$ cat config.mk
export PLATFORM = sky130hd
export DESIGN_NAME = fan_result_collector
export DESIGN_NICKNAME = d
export VERILOG_FILES = /design/src/rtl/fan_result_collector.sv
export SDC_FILE = /design/constraint.sdc
export NUM_CORES = 2
export LEC_CHECK = 0
export BUFFER_PORTS_ARGS = -buffer_cell sky130_fd_sc_hd__buf_2
export CAP_MARGIN = 25
export CORE_UTILIZATION = 35
export CTS_CLUSTER_DIAMETER = 40
export DETAILED_ROUTE_END_ITERATION = 16
export MAX_ROUTING_LAYER = met4
export PLACE_DENSITY = 0.59
export SLEW_MARGIN = 20
export SYNTH_ARGS = -nofsm -noshare
export SYNTH_HDL_FRONTEND = slang
export SYNTH_SLANG_ARGS = --single-unit
$ cat constraint.sdc
create_clock -name clk -period 4.6 [get_ports clk]
set_input_delay 0.92 -clock clk [delete_from_list [all_inputs] [get_ports clk]]
set_output_delay 0.92 -clock clk [all_outputs]
set_load 0.005 [all_outputs]
$ cat src/rtl/fan_result_collector.sv
// Collects one snapshot of sparse FAN output lanes and drains the valid ones,
// lowest index first, as a tagged valid/ready result stream.
module fan_result_collector #(
  parameter int DW_DATA = 8,
  parameter int N       = 32,
  parameter int LW      = 6,
  parameter int SEQ_W   = 8
) (
  input  logic                        clk,
  input  logic                        rst_n,
  input  logic                        in_valid,
  output logic                        in_ready,
  input  logic [2*(N-1)-1:0]          in_out_valid,
  input  logic [DW_DATA*2*(N-1)-1:0]  in_out,
  output logic                        res_valid,
  input  logic                        res_ready,
  output logic [DW_DATA-1:0]          res_data,
  output logic [LW-1:0]               res_lane,
  output logic                        res_last,
  output logic [SEQ_W-1:0]            res_tag,
  output logic                        empty_snap,
  output logic                        busy
);

  localparam int L = 2 * (N - 1);

  typedef enum logic {
    IDLE  = 1'b0,
    DRAIN = 1'b1
  } state_t;

  state_t                   state_r;
  logic [L-1:0]             mask_r;
  logic [DW_DATA*L-1:0]     snap_r;
  logic [SEQ_W-1:0]         seq_r;
  logic [SEQ_W-1:0]         tag_r;
  logic                     empty_r;

  logic                     drain_s;
  logic [L-1:0]             low_bit_s;
  logic [LW-1:0]            lane_s;
  logic [DW_DATA-1:0]       data_s;
  logic                     last_s;
  logic                     xfer_s;
  logic                     ready_s;
  logic                     accept_s;

  assign drain_s   = (state_r == DRAIN);
  // Two's-complement trick isolates the lowest set bit of the pending mask.
  assign low_bit_s = mask_r & (~mask_r + {{(L-1){1'b0}}, 1'b1});
  assign last_s    = drain_s && ((mask_r & (mask_r - {{(L-1){1'b0}}, 1'b1})) == {L{1'b0}});
  assign xfer_s    = drain_s && res_ready;
  assign ready_s   = !drain_s || (xfer_s && last_s);
  assign accept_s  = in_valid && ready_s;

  // One-hot mux: lane index and lane data of the lowest pending lane.
  always_comb begin
    lane_s = {LW{1'b0}};
    data_s = {DW_DATA{1'b0}};
    for (int k = 0; k < L; k++) begin
      lane_s = lane_s | ({LW{low_bit_s[k]}} & LW'(k));
      data_s = data_s | ({DW_DATA{low_bit_s[k]}} & snap_r[DW_DATA*k +: DW_DATA]);
    end
  end

  // Snapshot capture, drain sequencing, sequence numbering and empty pulse.
  always_ff @(posedge clk or negedge rst_n) begin
    if (!rst_n) begin
      state_r <= IDLE;
      mask_r  <= {L{1'b0}};
      snap_r  <= {(DW_DATA*L){1'b0}};
      seq_r   <= {SEQ_W{1'b0}};
      tag_r   <= {SEQ_W{1'b0}};
      empty_r <= 1'b0;
    end else begin
      if (accept_s) begin
        mask_r  <= in_out_valid;
        snap_r  <= in_out;
        tag_r   <= seq_r;
        seq_r   <= seq_r + {{(SEQ_W-1){1'b0}}, 1'b1};
        empty_r <= (in_out_valid == {L{1'b0}});
        state_r <= (in_out_valid != {L{1'b0}}) ? DRAIN : IDLE;
      end else if (xfer_s) begin
        mask_r  <= mask_r & ~low_bit_s;
        empty_r <= 1'b0;
        state_r <= last_s ? IDLE : DRAIN;
      end else begin
        empty_r <= 1'b0;
      end
    end
  end

  assign in_ready   = ready_s;
  assign res_valid  = drain_s;
  assign res_data   = data_s;
  assign res_lane   = lane_s;
  assign res_last   = last_s;
  assign res_tag    = tag_r;
  assign empty_snap = empty_r;
  assign busy       = drain_s;

endmodule

# Yosys cells after proc, flatten, opt, wreduce, memory -nomap -nowiden

Index checks and enable logic that the tools add are counted.

Input port bits: 562
Logic and storage cells: 214
Flip-flop bits (word level): 576

$add $sub $neg: 3
Bitwise gates (word level): 188
Reductions and logical operators: 10
Mux-type cells: 7

Operators by type and width:

| kind                    | number |
|---|---|
| $and A8 B8 Y8           | 62 |
| $or A8 B8 Y8            | 61 |
| $and A62 B62 Y62        | 3 |
| $or A6 B6 Y6            | 29 |
| $logic_not A62 Y1       | 2 |
| $mux W62                | 2 |
| $not A62 Y62            | 2 |
| $or A5 B5 Y5            | 15 |
| $add A62 B1 Y62 const B | 1 |
| $reduce_bool A62 Y1     | 1 |
| $sub A62 B1 Y62 const B | 1 |
| $or A4 B4 Y4            | 7 |
| $or A3 B3 Y3            | 3 |
| $add A8 B1 Y8 const B   | 1 |
| $or A5 B6 Y6            | 1 |
| $mux W1                 | 5 |
| $or A4 B5 Y5            | 1 |
| $logic_and A1 B1 Y1     | 4 |
| $or A3 B4 Y4            | 1 |
| $or A2 B3 Y3            | 1 |
| $or A1 B2 Y2            | 1 |
| $or A2 B2 Y2            | 1 |
| $reduce_bool A2 Y1      | 1 |
| $logic_not A1 Y1        | 1 |
| $logic_or A1 B1 Y1      | 1 |

# Depth between registers and ports, before layout

Depth after elaboration: 65
Mapped depth: 17
Mapped depth without buffers: 10

# Worst setup path before layout

OpenSTA, ideal clock, no wires.

Kind: register -> output
Start: reg mask_r[17]
End: out res_data[0]
Buffers on the path: 4
Required time: 3.680 ns
Cell stages (with the launch flop): 14
Arrival time: 3.767 ns
Slack: -0.087 ns
Cells stage by stage: dfrtp_1 -> or4_1 -> clkbuf_1 -> or3_1 -> or3_1 -> clkbuf_1 -> clkbuf_1 -> clkbuf_1 -> nor4_1 -> a22o_1 -> a221oi_1 -> nand3_1 -> a211oi_1 -> nand4_1

Cells in the longest elaborated chain, start to end: 49
Elaborated cells on any way between the ends: 93

Ends and longest elaborated chain:

| element                    | line | text |
|---|---|---|
| from (decl)                | 33   | `logic [L-1:0] mask_r;` |
| from (signal assigned)     | 70   | `mask_r <= {L{1'b0}};` |
| from (signal assigned)     | 77   | `mask_r <= in_out_valid;` |
| from (signal assigned)     | 84   | `mask_r <= mask_r & ~low_bit_s;` |
| $not A62 Y62               | 50   | `assign low_bit_s = mask_r & (~mask_r + {{(L-1){1'b0}}, 1'b1});` |
| $add A62 B1 Y62            | 50   |  |
| $and A62 B62 Y62 (*)       | 50   |  |
| $and A8 B8 Y8              | 62   | `data_s = data_s \| ({DW_DATA{low_bit_s[k]}} & snap_r[DW_DATA*k +: DW_DATA]);` |
| $or A8 B8 Y8 (44 in a row) | 62   |  |
| $or A8 B8 Y8 (*)           | 62   |  |
| to (decl)                  | 17   | `output logic [DW_DATA-1:0] res_data,` |

Mark *: on every way between the ends. The rest lies on a longest branch, timed or not.

# Worst setup path in the final report

Start: reg mask_r[1]
End: out res_data[7]

Cells in the longest elaborated chain, start to end: 65
Elaborated cells on any way between the ends: 125

Ends and longest elaborated chain:

| element                    | line |
|---|---|
| $not A62 Y62               | 50 |
| $add A62 B1 Y62            | 50 |
| $and A62 B62 Y62 (*)       | 50 |
| $and A8 B8 Y8              | 62 |
| $or A8 B8 Y8 (60 in a row) | 62 |
| $or A8 B8 Y8 (*)           | 62 |

Marked as above.

==> impl_results.rst <==
.. list-table::
   :header-rows: 1

   * - Metric
     - Value
   * - Worst Hold Class
     - in -> async
   * - Critical Path, Cell by Cell
     - nor4_4 -> buf_4 -> nand4_1 -> or2_4 -> buf_6 -> nor3_4 -> buf_6 -> a222oi_1 -> nand4_1 -> a221oi_2 -> nand4_1 -> or3_4 -> buf_6
   * - Cell accounting for the most synthesized area
     - sky130_fd_sc_hd__dfrtp_1
   * - Floorplan core area
     - 76300 sq um
   * - Worst skew pair latency
     - 0.65 ns
   * - DP Wirelength
     - 96.1 mm
   * - Most instantiated flip-flop cell in the synthesis netlist
     - sky130_fd_sc_hd__dfrtp_1
   * - Sequential element share of the synthesized area
     - 0.532
   * - Multi-input gate area
     - 12300 sq um
   * - Fraction of layout instances using a drive strength above 1
     - 0.305
   * - Global Route Usage Sum
     - 0.324
   * - Placement row count
     - 101
   * - Max Root-Sink Buffers
     - 3
   * - H-tree level count
     - 3
   * - Run status
     - complete, but fails checks
   * - Max FO, Critical Path
     - 5
   * - Post-synth top area share
     - 0.532
   * - Worst Path Buf+Inv
     - 4
   * - Largest net degree at the start of global routing
     - 108
   * - Wire length of the first global-routing pass
     - 180 mm
   * - Static leakage power
     - 20.2 nW
   * - Top delay family on crit path
     - simple AND/OR/NAND/NOR gates
   * - Number of iterations in the first detailed-routing pass
     - 8
   * - Number of antenna violations at the first check in global routing
     - 14
   * - Hold slack final
     - 0.357 ns
   * - Classification of the worst setup path
     - reg -> out
   * - Total of max-cap violations
     - 0
   * - Number of flops mapped to enable cells by yosys
     - 0
   * - CTS Root Buffer Type
     - sky130_fd_sc_hd__clkbuf_16
   * - DRT antenna net count
     - 0
   * - Total area of sequential cells
     - 14400 sq um
   * - Width of the chip
     - 280 um
   * - Number of clock buffers inserted by TritonCTS
     - 97
   * - Die height
     - 280 um
   * - Slack of the worst reg-to-reg path
     - 0.16 ns
   * - Net Count, Synth
     - 3823
   * - Launch instance of the worst register-to-register path
     - mask_r[3]
   * - Num Clock Sinks
     - 576
   * - Detailed-routing wirelength on met1
     - 53.1 mm
   * - Critical-path top delay cell
     - sky130_fd_sc_hd__a222oi_1
   * - Placer Congestion
     - 0.986
   * - Cell count of the worst reg-to-reg path
     - 16
   * - Final number of max-transition violations
     - 0
   * - Fraction of synthesis flops using an asynchronous set or reset pin
     - 1.00
   * - Top-level port count
     - 589
   * - Summed instance area of the synthesized netlist
     - 27100 sq um
   * - R2R Path End
     - mask_r[26]
   * - Startpoint type of the worst setup path
     - flop
   * - Kind of end point of the critical path
     - output port
   * - Vias post-DR
     - 28100
   * - Net count reported at finish
     - 4685
   * - Transition at the pin with the smallest max-transition slack
     - 0.968 ns
   * - Met3 wirelength from detailed routing
     - 10.0 mm
   * - Worst Path Required
     - 3.68 ns
   * - Headroom to the max-slew limit
     - 0.354
   * - Number of failing hold endpoints at the final stage
     - 0
   * - Violation count after the first detailed-route iteration
     - 3413
   * - Total stage count of the critical path
     - 13
   * - RSZ-0062 raised after global routing
     - yes
   * - Highest cell delay on the worst timing path
     - 0.56 ns
   * - Layout Area Growth over Synthesis
     - 41.3%
   * - Share of the clock period used by the worst path after layout
     - 1.08
   * - Post-synthesis area per instance
     - 8.32 sq um
   * - Die ar.
     - 78600 sq um
   * - Data arrival at the endpoint of the critical path
     - 4.04 ns
   * - Min Clock Period, post-route
     - 4.96 ns
   * - Max IR drop VDD
     - 1.06 mV
   * - Initial core utilization
     - 0.355
   * - Wire length on met2
     - 57.3 mm
   * - Power density cells
     - 1080 nW/um^2
   * - Highest clock frequency the design can meet
     - 202 MHz
   * - Total DRC errors in the routed layout
     - 0
   * - Placed cell count
     - 5018
   * - Final cell utilization of the core
     - 0.502
   * - Total number of yosys warnings
     - 0
   * - Max layer used
     - met4
   * - Ranking of synthesized cells by area
     - sky130_fd_sc_hd__dfrtp_1, sky130_fd_sc_hd__nand2_1, sky130_fd_sc_hd__a222oi_1
   * - Worst Skew
     - 0.0392 ns
   * - Average routed wire per standard cell
     - 23.8 um
   * - Clock tree from TritonCTS
     - built
   * - Remaining global-route overflow
     - 0
   * - Violated checks
     - setup timing
   * - Register bit count reported by yosys
     - 576
   * - Count of port buffers added during placement
     - 588
   * - Count of placed standard cells in the final layout, fillers left out
     - 5247
   * - Number of setup violations in the final report
     - 15
   * - Clock-pin slew reported for the worst setup and hold paths after clock tree synthesis
     - 0.06 ns
   * - Distinct cell type count after synthesis
     - 64
   * - Cts hold-fix bufs
     - 0
   * - Final Routed Wirelength
     - 125 mm
   * - Via count of the first global-routing pass
     - 27600
   * - Synth Instances
     - 3260
   * - Final setup margin
     - -0.361 ns
   * - Fillers
     - 7391
   * - Via density
     - 5.35
-- how the worst max path moves through the flow --
stage               slack, ns        from           to
detailed placement      -0.31  mask_r[16]     res_last
floorplan                0.14  mask_r[17]  res_data[2]
global placement        -0.63   mask_r[0]  res_data[4]
CTS                     -0.43  mask_r[22]     res_last
finish                  -0.36   mask_r[1]  res_data[7]
global route            -0.48  mask_r[18]     res_last
-- worst reg2reg max path: stages, from the launching register on --
cell and delay (ns):
sky130_fd_sc_hd__dfrtp_2 0.44, sky130_fd_sc_hd__nor4_4 0.43, sky130_fd_sc_hd__buf_4 0.19, sky130_fd_sc_hd__nand4_1 0.21
sky130_fd_sc_hd__buf_4 0.23, sky130_fd_sc_hd__o31ai_4 0.25, sky130_fd_sc_hd__o2111ai_2 0.23, sky130_fd_sc_hd__or4b_4 0.61
sky130_fd_sc_hd__nor4_4 0.29, sky130_fd_sc_hd__nand4_1 0.15, sky130_fd_sc_hd__buf_6 0.15, sky130_fd_sc_hd__buf_4 0.14
sky130_fd_sc_hd__a21oi_4 0.19, sky130_fd_sc_hd__buf_12 0.22, sky130_fd_sc_hd__buf_4 0.16, sky130_fd_sc_hd__nand3_1 0.20
sky130_fd_sc_hd__o21ai_0 0.24
-- cells in the mapped netlist, types with 26 or more instances --
library cell / n
sky130_fd_sc_hd__buf_2: 55
sky130_fd_sc_hd__and3_1: 30
sky130_fd_sc_hd__nand2_1: 1656
sky130_fd_sc_hd__nor3_1: 46
sky130_fd_sc_hd__clkbuf_1: 80
sky130_fd_sc_hd__nand4_1: 54
sky130_fd_sc_hd__nor4_1: 51
sky130_fd_sc_hd__a22oi_1: 60
sky130_fd_sc_hd__dfrtp_1: 576
sky130_fd_sc_hd__nand3_1: 102
sky130_fd_sc_hd__inv_1: 26
sky130_fd_sc_hd__o21ai_0: 71
sky130_fd_sc_hd__a221oi_1: 39
sky130_fd_sc_hd__buf_4: 57
sky130_fd_sc_hd__a222oi_1: 53
sky130_fd_sc_hd__nor2_1: 50
-- layout make-up --
class | instances | share of cell area
clock inverter | 71 | 0.0237
sequential | 576 | 0.376
timing repair buffer | 966 | 0.174
clock buffer | 112 | 0.0677
tap | 1030 | 0.0336
antenna | 11 | 0.000718
multi-input combinational | 2455 | 0.321
inverter | 26 | 0.00255
-- kinds of logic after synthesis --
| logic type | synth area share |
|---|---|
| AO/OA/AOI/OAI | 0.102 |
| XOR/XNOR | 0.00226 |
| adder cells (fa/ha/maj) | 0.00120 |
| buffers and inverters | 0.0427 |
| flip-flops | 0.532 |
| AND/OR/NAND/NOR | 0.320 |
-- flip-flops by register name (all words and copies together) (netlist names) --
name	count
snap_r	496
mask_r	62
res_tag	8
seq_r	8
busy	1
empty_snap	1
-- stage by stage --
step	area, sq um	total power [W]	worst slack [ns]	TNS, ns
detailed placement	33600	0.0288	-0.313	-0.826
CTS	37700	0.0384	-0.426	-4.13
floorplan	27100	0.0168	0.145	0
global placement	33600	0.0287	-0.634	-1.12
finish	38300	0.0415	-0.361	-3.35
global route	38300	0.0434	-0.478	-4.75
-- routing by layer --
metal | track usage | vias up
met1 | 0.437 | 13800
met3 | 0.0538 | 210
met2 | 0.487 | 1298
met4 | 0.125 | 0
met5 | - | -
li1 | - | 12800
-- placed cells by master, fill, tap and decap left out, drive strengths merged, types with 14 or more instances in the layout --
master  count
nor4       51
nor3       46
nor2       50
buf       963
a222oi     53
o21ai      72
a22oi      60
or3        22
inv        39
dfrtp     576
a22o       24
clkinv     33
clkbuf    115
nand4      54
and3       30
nand2    1656
and2       14
nand3     102
a221oi     39
o311ai     17
or4        20
a21oi      25
-- timing repair --
item,CTS,global route
gates resized for setup,99,90
cloned,0,3
setup endpoints to repair,16,59
pin swaps,40,48
setup buffers,23,17
-- power by group --
part	switching (W)	internal [W]
Sequential	0.00145	0.00724
Combinational	0.0142	0.0109
Clock	0.00285	0.00486
Power figures use the tool's default switching activity.
